File: src/rtl/vga_timing_pkg.sv
// Shared types and 640x480@60 timing constants for the VGA timing driver.
package vga_timing_pkg;

    // Region of one scan axis, visited in declaration order.
    typedef enum logic [1:0] {
        REG_ACT,
        REG_FP,
        REG_SYNC,
        REG_BP
    } vga_region_t;

    // Control bits carried through the renderer-latency delay line.
    typedef struct packed {
        logic hs;
        logic vs;
        logic blank_n;
    } vga_ctl_t;

    // Blanked, no sync asserted: the value after reset and in flushed delay stages.
    localparam vga_ctl_t CTL_IDLE = '{hs: 1'b1, vs: 1'b1, blank_n: 1'b0};

    localparam int DEF_H_ACTIVE = 640;
    localparam int DEF_H_FP     = 16;
    localparam int DEF_H_SYNC   = 96;
    localparam int DEF_H_BP     = 48;
    localparam int DEF_V_ACTIVE = 480;
    localparam int DEF_V_FP     = 10;
    localparam int DEF_V_SYNC   = 2;
    localparam int DEF_V_BP     = 33;

    // Total ticks (or lines) of one axis period.
    function automatic logic [10:0] axis_total(input int act, input int fp,
                                               input int sync, input int bp);
        return 11'(act + fp + sync + bp);
    endfunction

    function automatic logic [10:0] h_total(input int act, input int fp,
                                            input int sync, input int bp);
        return axis_total(act, fp, sync, bp);
    endfunction

    function automatic logic [10:0] v_total(input int act, input int fp,
                                            input int sync, input int bp);
        return axis_total(act, fp, sync, bp);
    endfunction

endpackage

File: src/rtl/vga_axis_counter.sv
// One scan axis: position counter plus the ACT->FP->SYNC->BP region FSM.
module vga_axis_counter
    import vga_timing_pkg::*;
#(
    parameter int ACTIVE = DEF_H_ACTIVE,
    parameter int FP     = DEF_H_FP,
    parameter int SYNC   = DEF_H_SYNC,
    parameter int BP     = DEF_H_BP
) (
    input  logic        i_clk,
    input  logic        i_rst,
    input  logic        i_step,
    output logic [10:0] o_cnt,
    output vga_region_t o_region,
    output logic        o_wrap
);

    // Last counter value of each region; transitions compare the counter against these.
    localparam logic [10:0] ACT_END   = 11'(ACTIVE - 1);
    localparam logic [10:0] FP_END    = 11'(ACTIVE + FP - 1);
    localparam logic [10:0] SYNC_END  = 11'(ACTIVE + FP + SYNC - 1);
    localparam logic [10:0] TOTAL_END = axis_total(ACTIVE, FP, SYNC, BP) - 11'd1;

    logic [10:0] cnt_q, cnt_d;
    vga_region_t region_q, region_d;

    // Next counter value and region, advancing only on a step.
    always_comb begin
        cnt_d    = cnt_q;
        region_d = region_q;
        if (i_step) begin
            cnt_d = (cnt_q == TOTAL_END) ? 11'd0 : cnt_q + 11'd1;
            case (region_q)
                REG_ACT:  if (cnt_q == ACT_END)   region_d = REG_FP;
                REG_FP:   if (cnt_q == FP_END)    region_d = REG_SYNC;
                REG_SYNC: if (cnt_q == SYNC_END)  region_d = REG_BP;
                REG_BP:   if (cnt_q == TOTAL_END) region_d = REG_ACT;
                default:  region_d = REG_ACT;
            endcase
        end
    end

    // State register with asynchronous reset to the start of the active region.
    always_ff @(posedge i_clk or posedge i_rst) begin
        if (i_rst) begin
            cnt_q    <= 11'd0;
            region_q <= REG_ACT;
        end else begin
            cnt_q    <= cnt_d;
            region_q <= region_d;
        end
    end

    assign o_cnt    = cnt_q;
    assign o_region = region_q;
    assign o_wrap   = (cnt_q == TOTAL_END);

endmodule

File: src/rtl/vga_timing_driver.sv
// VGA timing master: issues pixel coordinates, realigns sync/blank with the
// renderer's pipelined colour and registers everything towards the DAC.
module vga_timing_driver
    import vga_timing_pkg::*;
#(
    parameter int H_ACTIVE = DEF_H_ACTIVE,
    parameter int H_FP     = DEF_H_FP,
    parameter int H_SYNC   = DEF_H_SYNC,
    parameter int H_BP     = DEF_H_BP,
    parameter int V_ACTIVE = DEF_V_ACTIVE,
    parameter int V_FP     = DEF_V_FP,
    parameter int V_SYNC   = DEF_V_SYNC,
    parameter int V_BP     = DEF_V_BP,
    parameter int RGB_LAT  = 1
) (
    input  logic        i_clk,
    input  logic        i_rst,
    input  logic        i_pix_en,
    output logic [10:0] o_VGA_X,
    output logic [10:0] o_VGA_Y,
    output logic        o_frame_start,
    input  logic [7:0]  i_VGA_R,
    input  logic [7:0]  i_VGA_G,
    input  logic [7:0]  i_VGA_B,
    output logic [7:0]  o_VGA_R,
    output logic [7:0]  o_VGA_G,
    output logic [7:0]  o_VGA_B,
    output logic        o_VGA_HS,
    output logic        o_VGA_VS,
    output logic        o_VGA_BLANK_N,
    output logic        o_VGA_SYNC_N
);

    logic        h_wrap, v_wrap, v_step;
    vga_region_t h_region, v_region;
    vga_ctl_t    ctl_raw, ctl_tail;

    // The vertical axis advances once per line, on the tick that ends the line.
    assign v_step = i_pix_en && h_wrap;

    vga_axis_counter #(
        .ACTIVE (H_ACTIVE), .FP (H_FP), .SYNC (H_SYNC), .BP (H_BP)
    ) u_h_axis (
        .i_clk    (i_clk),
        .i_rst    (i_rst),
        .i_step   (i_pix_en),
        .o_cnt    (o_VGA_X),
        .o_region (h_region),
        .o_wrap   (h_wrap)
    );

    vga_axis_counter #(
        .ACTIVE (V_ACTIVE), .FP (V_FP), .SYNC (V_SYNC), .BP (V_BP)
    ) u_v_axis (
        .i_clk    (i_clk),
        .i_rst    (i_rst),
        .i_step   (v_step),
        .o_cnt    (o_VGA_Y),
        .o_region (v_region),
        .o_wrap   (v_wrap)
    );

    // Undelayed control derived from the coordinates currently being issued.
    always_comb begin
        ctl_raw.hs      = (h_region != REG_SYNC);
        ctl_raw.vs      = (v_region != REG_SYNC);
        ctl_raw.blank_n = (h_region == REG_ACT) && (v_region == REG_ACT);
    end

    // Delay line so control reaches the output register together with the renderer colour.
    generate
        if (RGB_LAT == 0) begin : g_no_dly
            assign ctl_tail = ctl_raw;
        end else begin : g_dly
            vga_ctl_t dly_q [RGB_LAT];
            vga_ctl_t dly_d [RGB_LAT];

            // Shift by one stage per pixel tick.
            always_comb begin
                for (int i = 0; i < RGB_LAT; i++) begin
                    dly_d[i] = dly_q[i];
                end
                if (i_pix_en) begin
                    dly_d[0] = ctl_raw;
                    for (int i = 1; i < RGB_LAT; i++) begin
                        dly_d[i] = dly_q[i - 1];
                    end
                end
            end

            for (genvar gi = 0; gi < RGB_LAT; gi++) begin : g_stage
                // Stage register, flushed to the idle control value on reset.
                always_ff @(posedge i_clk or posedge i_rst) begin
                    if (i_rst) begin
                        dly_q[gi] <= CTL_IDLE;
                    end else begin
                        dly_q[gi] <= dly_d[gi];
                    end
                end
            end

            assign ctl_tail = dly_q[RGB_LAT - 1];
        end
    endgenerate

    vga_ctl_t   ctl_q, ctl_d;
    logic [7:0] r_q, r_d, g_q, g_d, b_q, b_d;
    logic       frame_start_q, frame_start_d;

    // Output register: load on a pixel tick; colour is zeroed while blanked.
    always_comb begin
        ctl_d         = ctl_q;
        r_d           = r_q;
        g_d           = g_q;
        b_d           = b_q;
        frame_start_d = i_pix_en && h_wrap && v_wrap;
        if (i_pix_en) begin
            ctl_d = ctl_tail;
            r_d   = ctl_tail.blank_n ? i_VGA_R : 8'd0;
            g_d   = ctl_tail.blank_n ? i_VGA_G : 8'd0;
            b_d   = ctl_tail.blank_n ? i_VGA_B : 8'd0;
        end
    end

    // DAC-side registers with asynchronous reset to blanked, no sync.
    always_ff @(posedge i_clk or posedge i_rst) begin
        if (i_rst) begin
            ctl_q         <= CTL_IDLE;
            r_q           <= 8'd0;
            g_q           <= 8'd0;
            b_q           <= 8'd0;
            frame_start_q <= 1'b0;
        end else begin
            ctl_q         <= ctl_d;
            r_q           <= r_d;
            g_q           <= g_d;
            b_q           <= b_d;
            frame_start_q <= frame_start_d;
        end
    end

    assign o_VGA_HS      = ctl_q.hs;
    assign o_VGA_VS      = ctl_q.vs;
    assign o_VGA_BLANK_N = ctl_q.blank_n;
    assign o_VGA_R       = r_q;
    assign o_VGA_G       = g_q;
    assign o_VGA_B       = b_q;
    assign o_frame_start = frame_start_q;
    assign o_VGA_SYNC_N  = 1'b0;

endmodule

File: config.mk
export PLATFORM = sky130hd
export DESIGN_NAME = vga_timing_driver
export DESIGN_NICKNAME = d
export VERILOG_FILES = /design/src/rtl/vga_timing_pkg.sv /design/src/rtl/vga_axis_counter.sv /design/src/rtl/vga_timing_driver.sv
export SDC_FILE = /design/constraint.sdc
export NUM_CORES = 1
export LEC_CHECK = 0
export ABC_CLOCK_PERIOD_IN_PS = 2600
export BUFFER_PORTS_ARGS = -buffer_cell sky130_fd_sc_hd__buf_2
export CAP_MARGIN = 20
export CORE_UTILIZATION = 45
export DETAILED_ROUTE_END_ITERATION = 7
export PLACE_DENSITY = 0.74
export SLEW_MARGIN = 30
export SYNTH_ARGS = -nofsm -noshare
export SYNTH_HDL_FRONTEND = slang
export SYNTH_SLANG_ARGS = --single-unit
File: constraint.sdc
create_clock -name i_clk -period 2.6 [get_ports i_clk]
set_input_delay 0.39 -clock i_clk [delete_from_list [all_inputs] [get_ports i_clk]]
set_output_delay 0.39 -clock i_clk [all_outputs]
set_load 0.03 [all_outputs]
Word-level counts from Yosys, hierarchy flattened
Cells that the tools add are included.
{"block": "totals", "register_bits": 57, "out_inout_bits": 51, "wordCells": 62}
{"block": "classes", "addsub": 2, "n_eq_ne": 24, "mux": 15, "n_reduce_logical": 7}
{"operator": "equality test 11 x 10 -> 1 bit, second input constant", "count": 5}
{"operator": "equality test 11 x 9 -> 1 bit, second input constant", "count": 3}
{"operator": "2-to-1 mux 8 bit", "count": 3}
{"operator": "adder 11 x 1 -> 11 bit, second input constant", "count": 2}
{"operator": "2-to-1 mux 11 bit", "count": 2}
{"operator": "2-to-1 mux 2 bit", "count": 8}
{"operator": "one-hot mux 2 bit (4 select lines)", "count": 2}
{"operator": "inequality test 2 x 1 -> 1 bit, second input constant", "count": 6}
{"operator": "AND reduction 5 bit", "count": 2}
{"operator": "equality test 2 bit, second input constant", "count": 4}
{"operator": "inequality test 2 bit, second input constant", "count": 4}
{"operator": "equality test 2 x 1 -> 1 bit, second input constant", "count": 2}
{"operator": "zero test 2 bit", "count": 2}
{"operator": "logical AND 1 bit", "count": 3}

Logic depth before layout (Yosys ltp)
{"block": "depth", "ltp_word": 3, "mapped_depth": 7, "ltp_nobuf": 7}

Cells and area by module
From an unflattened synthesis, not the netlist that was laid out.
{"block": "hier_totals", "hier_cells": 235, "area_unflattened_um2": 2743.9}
{"mod": "vga_timing_driver", "n_inst": 1, "cells_per_inst": 79, "area_each_um2": 1167.4, "seq_area_each_um2": 780.7}
{"mod": "vga_axis_counter at u_v_axis", "n_inst": 1, "cells_per_inst": 80, "area_each_um2": 822.0, "seq_area_each_um2": 325.3}
{"mod": "vga_axis_counter at u_h_axis", "n_inst": 1, "cells_per_inst": 76, "area_each_um2": 754.5, "seq_area_each_um2": 325.3}

Worst setup path after synthesis
No wires, ideal clock.
{"block": "synth_path", "path_type": "reg-to-reg", "start": "register u_h_axis.cnt_q[0] (netlist: u_h_axis.o_cnt[0])", "end": "register u_v_axis.region_q[1] (netlist: u_v_axis.o_region[1])", "setup_time_ps": 125, "t_arrival_ps": 2252, "t_required_ps": 2475, "setup_slack_ps": 223, "path_stages_with_launch": 7, "n_path_buf": 1, "period_less_slack_ps": 2377, "cell_sequence": "dfrtp_1 -> ha_1 -> nand3_1 -> or4_4 -> buf_6 -> a2111oi_4 -> mux2_4"}
{"block": "synth_between", "elab_chain_cells": 3}
{"element": "start, declared", "line_no": "vga_axis_counter.sv:24", "text": "logic [10:0] cnt_q, cnt_d;"}
{"element": "start signal, assigned", "line_no": "vga_axis_counter.sv:49", "text": "cnt_q <= cnt_d;"}
{"element": "equality test 11 x 10 -> 1 bit", "line_no": "vga_axis_counter.sv:56", "text": "assign o_wrap = (cnt_q == TOTAL_END);"}
{"element": "logical AND 1 bit", "line_no": "vga_timing_driver.sv:39", "text": "assign v_step = i_pix_en && h_wrap;"}
{"element": "AND reduction 5 bit (no line)"}
{"element": "end signal, assigned", "line_no": "vga_axis_counter.sv:50", "text": "region_q <= region_d;"}
{"element": "end, declared", "line_no": "vga_axis_counter.sv:25", "text": "vga_region_t region_q, region_d;"}
No other way between the ends.
A chain may end at the register's enable or synchronous reset.

Worst setup path after layout
Same ends and word-level chain as after synthesis.

==> flow_metrics.env <==
export IMPL_commonest_non_fill_non_tap_cell_in_the_layout="sky130_fd_sc_hd__buf_2"
export IMPL_insertion_delay_ps=330
export IMPL_floorplan_initialDensity=0.476
export IMPL_grtUsageMet1=0.258
export IMPL_clockRootBuffer="sky130_fd_sc_hd__clkbuf_8"
export IMPL_ff2ff_path_depth=5
export IMPL_avgSynthCellArea_um2=11.4
export IMPL_grt_setup_unrepaired="false"
export IMPL_port_buffers=76
export IMPL_share_of_synthesized_cell_area_in_full_adder_half_adder_and_majority_cells=0.0562
export IMPL_first_pass_grt_wire_length_um=9340
export IMPL_timing_final_crit_period_ps=2310
export IMPL_final_period_utilization=0.888
export IMPL_timing_hold_worst_class="input port to asynchronous set/reset pin"
export IMPL_cts_reportedPaths_clkPinSlew_ps=70
export IMPL_synthArstFlopShare=1.00
export IMPL_ant_nets=0
export IMPL_synth_xor_area_share=0.0361
export IMPL_antennaDiodeCount=0
export IMPL_gr_usage_met2=0.297
export IMPL_cp_startpoint="u_h_axis.o_cnt[0]"
export IMPL_post_dp_hpwl_um=3900
export IMPL_worstPathMaxFanout=14
export IMPL_grt_antenna_before_repair=0
export IMPL_grtUsageMet3=0.0517
export IMPL_yosysWarnings=0
export IMPL_critical_path_cell_chain="ha_1 > nand3_1 > or4_4 > a2111oi_4 > mux2_4"
export IMPL_crit_path_start_kind="flip-flop"
export IMPL_vias=2092
export IMPL_fp_dieH_um=79.0
export IMPL_wl_per_cell_um=14.0
export IMPL_leakagePower_nw=1.66
export IMPL_synth_ff_latch_count=57
export IMPL_synth_simple_gate_area_share=0.145
export IMPL_global_route_peak_usage_layer="met2"
export IMPL_cap_violations=0
export IMPL_multiplexer_share_of_the_synthesized_area=0.0262
export IMPL_syn_inst=234
export IMPL_routabilityCongestion=0.816
export IMPL_timing_critical_path_to="u_v_axis.o_region[1]"
export IMPL_required_ps=2820
export IMPL_clkSinkCount=57
export IMPL_synth_enable_flop_cells=0
export IMPL_area_of_the_core_mm2=0.00561
export IMPL_critical_register_to_register_path_endpoint="u_v_axis.o_region[1]"
export IMPL_critical_path_top_delay_family="simple AND/OR/NAND/NOR gates"
export IMPL_finalNetCount=356
export IMPL_largest_stage_delay_on_the_critical_path_ps=710
export IMPL_die_width_um=79.0
export IMPL_vias_per_cell=5.31
export IMPL_first_global_vias=2052
export IMPL_postLayoutCoreUtil=0.596
export IMPL_power_density_mw_per_mm2=646
export IMPL_fillers=473
export IMPL_crit_slowest_cell="sky130_fd_sc_hd__or4_4"
export IMPL_yosysUniqueCellTypes=48
export IMPL_grt_max_degree=29
export IMPL_ir_drop_v=0.000362
export IMPL_netlist_area_before_placement_mm2=0.00267
export IMPL_global_route_overflow_total=0
export IMPL_fin_hold_viols=0
export IMPL_crit_buf_inv=0
export IMPL_register_to_register_path_setup_slack_ps=290
export IMPL_cts_hold_repair_buffers=0
export IMPL_synth_net_count=273
export IMPL_grt_util_all_layers=0.192
export IMPL_die_area_mm2=0.00625
export IMPL_syn_to_final_growth_pct=25.1
export IMPL_layout_cell_area_non_filler_mm2=0.00334
export IMPL_residual_drc_count=0
export IMPL_sum_of_negative_setup_slack_ps=0
export IMPL_critPathCaptureType="flip-flop"
export IMPL_synth_top_family_by_area="compound AO/OA/AOI/OAI gates"
export IMPL_post_cts_resize_count=0
export IMPL_cts_post_setup_buffers_inserted=0
export IMPL_worst_setup_path_type="flip-flop to flip-flop"
export IMPL_io_pin_count=78
export IMPL_number_of_buffers_created_by_cts=9
export IMPL_timing_clock_skew_ps=6.38
export IMPL_holdWs_ps=66.6
export IMPL_drv_slew=0
export IMPL_clock_tree_buf_depth=2
export IMPL_maxClockFrequency_ghz=0.433
export IMPL_worst_path_stages=5
export IMPL_route_final_wire_length_um=5530
export IMPL_tritoncts="done"
export IMPL_drtPass1Iterations=4
export IMPL_status="finished clean"
export IMPL_proportion_of_layout_cells_with_a_drive_suffix_above_1=0.351
export IMPL_synth_seq_area_share=0.536
export IMPL_synth_ff_type="sky130_fd_sc_hd__dfrtp_1"
export IMPL_synth_compound_gate_area_share=0.163
export IMPL_placementRows=27
export IMPL_htreeDepth=3
export IMPL_final_setup_violations=0
export IMPL_totalPowerFinal_mw=2.16
export IMPL_arrival_time_reported_for_the_critical_path_endpoint_ps=2530
export IMPL_r2r_start="u_h_axis.o_cnt[0]"
export IMPL_placement_cell_area_mm2=0.00314
export IMPL_most_common_layout_cells="76 x sky130_fd_sc_hd__buf_2, 53 x sky130_fd_sc_hd__dfrtp_1, 24 x sky130_fd_sc_hd__a22o_1, 17 x sky130_fd_sc_hd__nor2_1, 13 x sky130_fd_sc_hd__nand2_1"
export IMPL_number_of_drc_markers_after_the_initial_detailed_route_iteration=114
==> logic make-up after synthesis <==
| group | after synthesis |
|---|---|
| buf+inv | 23 |
| simple gates | 68 |
| fa+ha+maj | 12 |
| flops | 57 |
| compound gates | 56 |
| xor+xnor | 11 |
| other cells | 1 |
| mux | 6 |
==> cell usage after synthesis, types with 2 or more instances <==
cell type / number / area [µm²]
sky130_fd_sc_hd__ha_1: 12 / 150
sky130_fd_sc_hd__and3_1: 3 / 18.8
sky130_fd_sc_hd__dfrtp_1: 53 / 1330
sky130_fd_sc_hd__xor2_1: 4 / 35.0
sky130_fd_sc_hd__o41ai_1: 3 / 26.3
sky130_fd_sc_hd__nor4_1: 2 / 12.5
sky130_fd_sc_hd__nand4_1: 7 / 43.8
sky130_fd_sc_hd__nand2_1: 13 / 48.8
sky130_fd_sc_hd__inv_1: 13 / 48.8
sky130_fd_sc_hd__clkbuf_1: 8 / 30.0
sky130_fd_sc_hd__nor3_1: 5 / 25.0
sky130_fd_sc_hd__nor2_1: 17 / 63.8
sky130_fd_sc_hd__dfstp_2: 4 / 105
sky130_fd_sc_hd__o31ai_1: 3 / 22.5
sky130_fd_sc_hd__o21ai_0: 12 / 60.1
sky130_fd_sc_hd__or4b_1: 2 / 20.0
sky130_fd_sc_hd__xnor2_1: 7 / 61.3
sky130_fd_sc_hd__a22o_1: 24 / 210
sky130_fd_sc_hd__nand3_1: 6 / 30.0
sky130_fd_sc_hd__a21oi_1: 5 / 25.0
sky130_fd_sc_hd__mux2_2: 4 / 45.0
==> how the worst min path moves through the flow <==
stage,start,endpoint,slack (ps),cells after the start
after floorplan,ctl_tail[1],ctl_tail[1],460,2
final,i_rst,o_VGA_G[3],70,2
after global routing,i_rst,o_VGA_G[3],110,2
after detailed placement,i_rst,o_VGA_G[3],440,2
after global placement,i_rst,o_VGA_G[3],430,2
after CTS,i_rst,o_VGA_G[3],80,2
==> where the power goes <==
group	leakage (nW)	total [mW]	switching (mW)	internal, mW
registers	0.751	1.01	0.0720	0.937
logic	0.814	0.318	0.208	0.110
clock network	0.0921	0.831	0.383	0.448
total	1.66	2.16	0.663	1.49
==> flip-flops by register name, summed over array words and instances (netlist names) <==
| name | count |
|---|---|
| ctl_tail | 3 |
| o_VGA_VS | 1 |
| o_VGA_R | 8 |
| u_v_axis.o_cnt | 11 |
| o_frame_start | 1 |
| o_VGA_G | 8 |
| u_h_axis.o_region | 2 |
| o_VGA_BLANK_N | 1 |
| o_VGA_B | 8 |
| o_VGA_HS | 1 |
| u_h_axis.o_cnt | 11 |
| u_v_axis.o_region | 2 |
==> layer usage <==
layer	vias up	part of all wire
li1	1015	-
met1	980	0.48
met2	86	0.44
met3	11	0.065
met4	0	0.016
met5	-	0
==> cell type report <==
class,instances,area (µm²),share of cell area
clock buffer,9,124,0.0371
clock inverter,7,78.8,0.0236
inverter,13,48.8,0.0146
multi-input combinational,154,1140,0.342
sequential,57,1430,0.428
tap,72,90.1,0.0270
timing repair buffer,82,425,0.127
==> metrics by stage <==
step	std cells	worst slack, ps
after floorplan	234	223
after global placement	378	366
after detailed placement	378	292
after CTS	394	287
after global routing	394	195
final	394	291
Power figures use the tool's default switching activity.
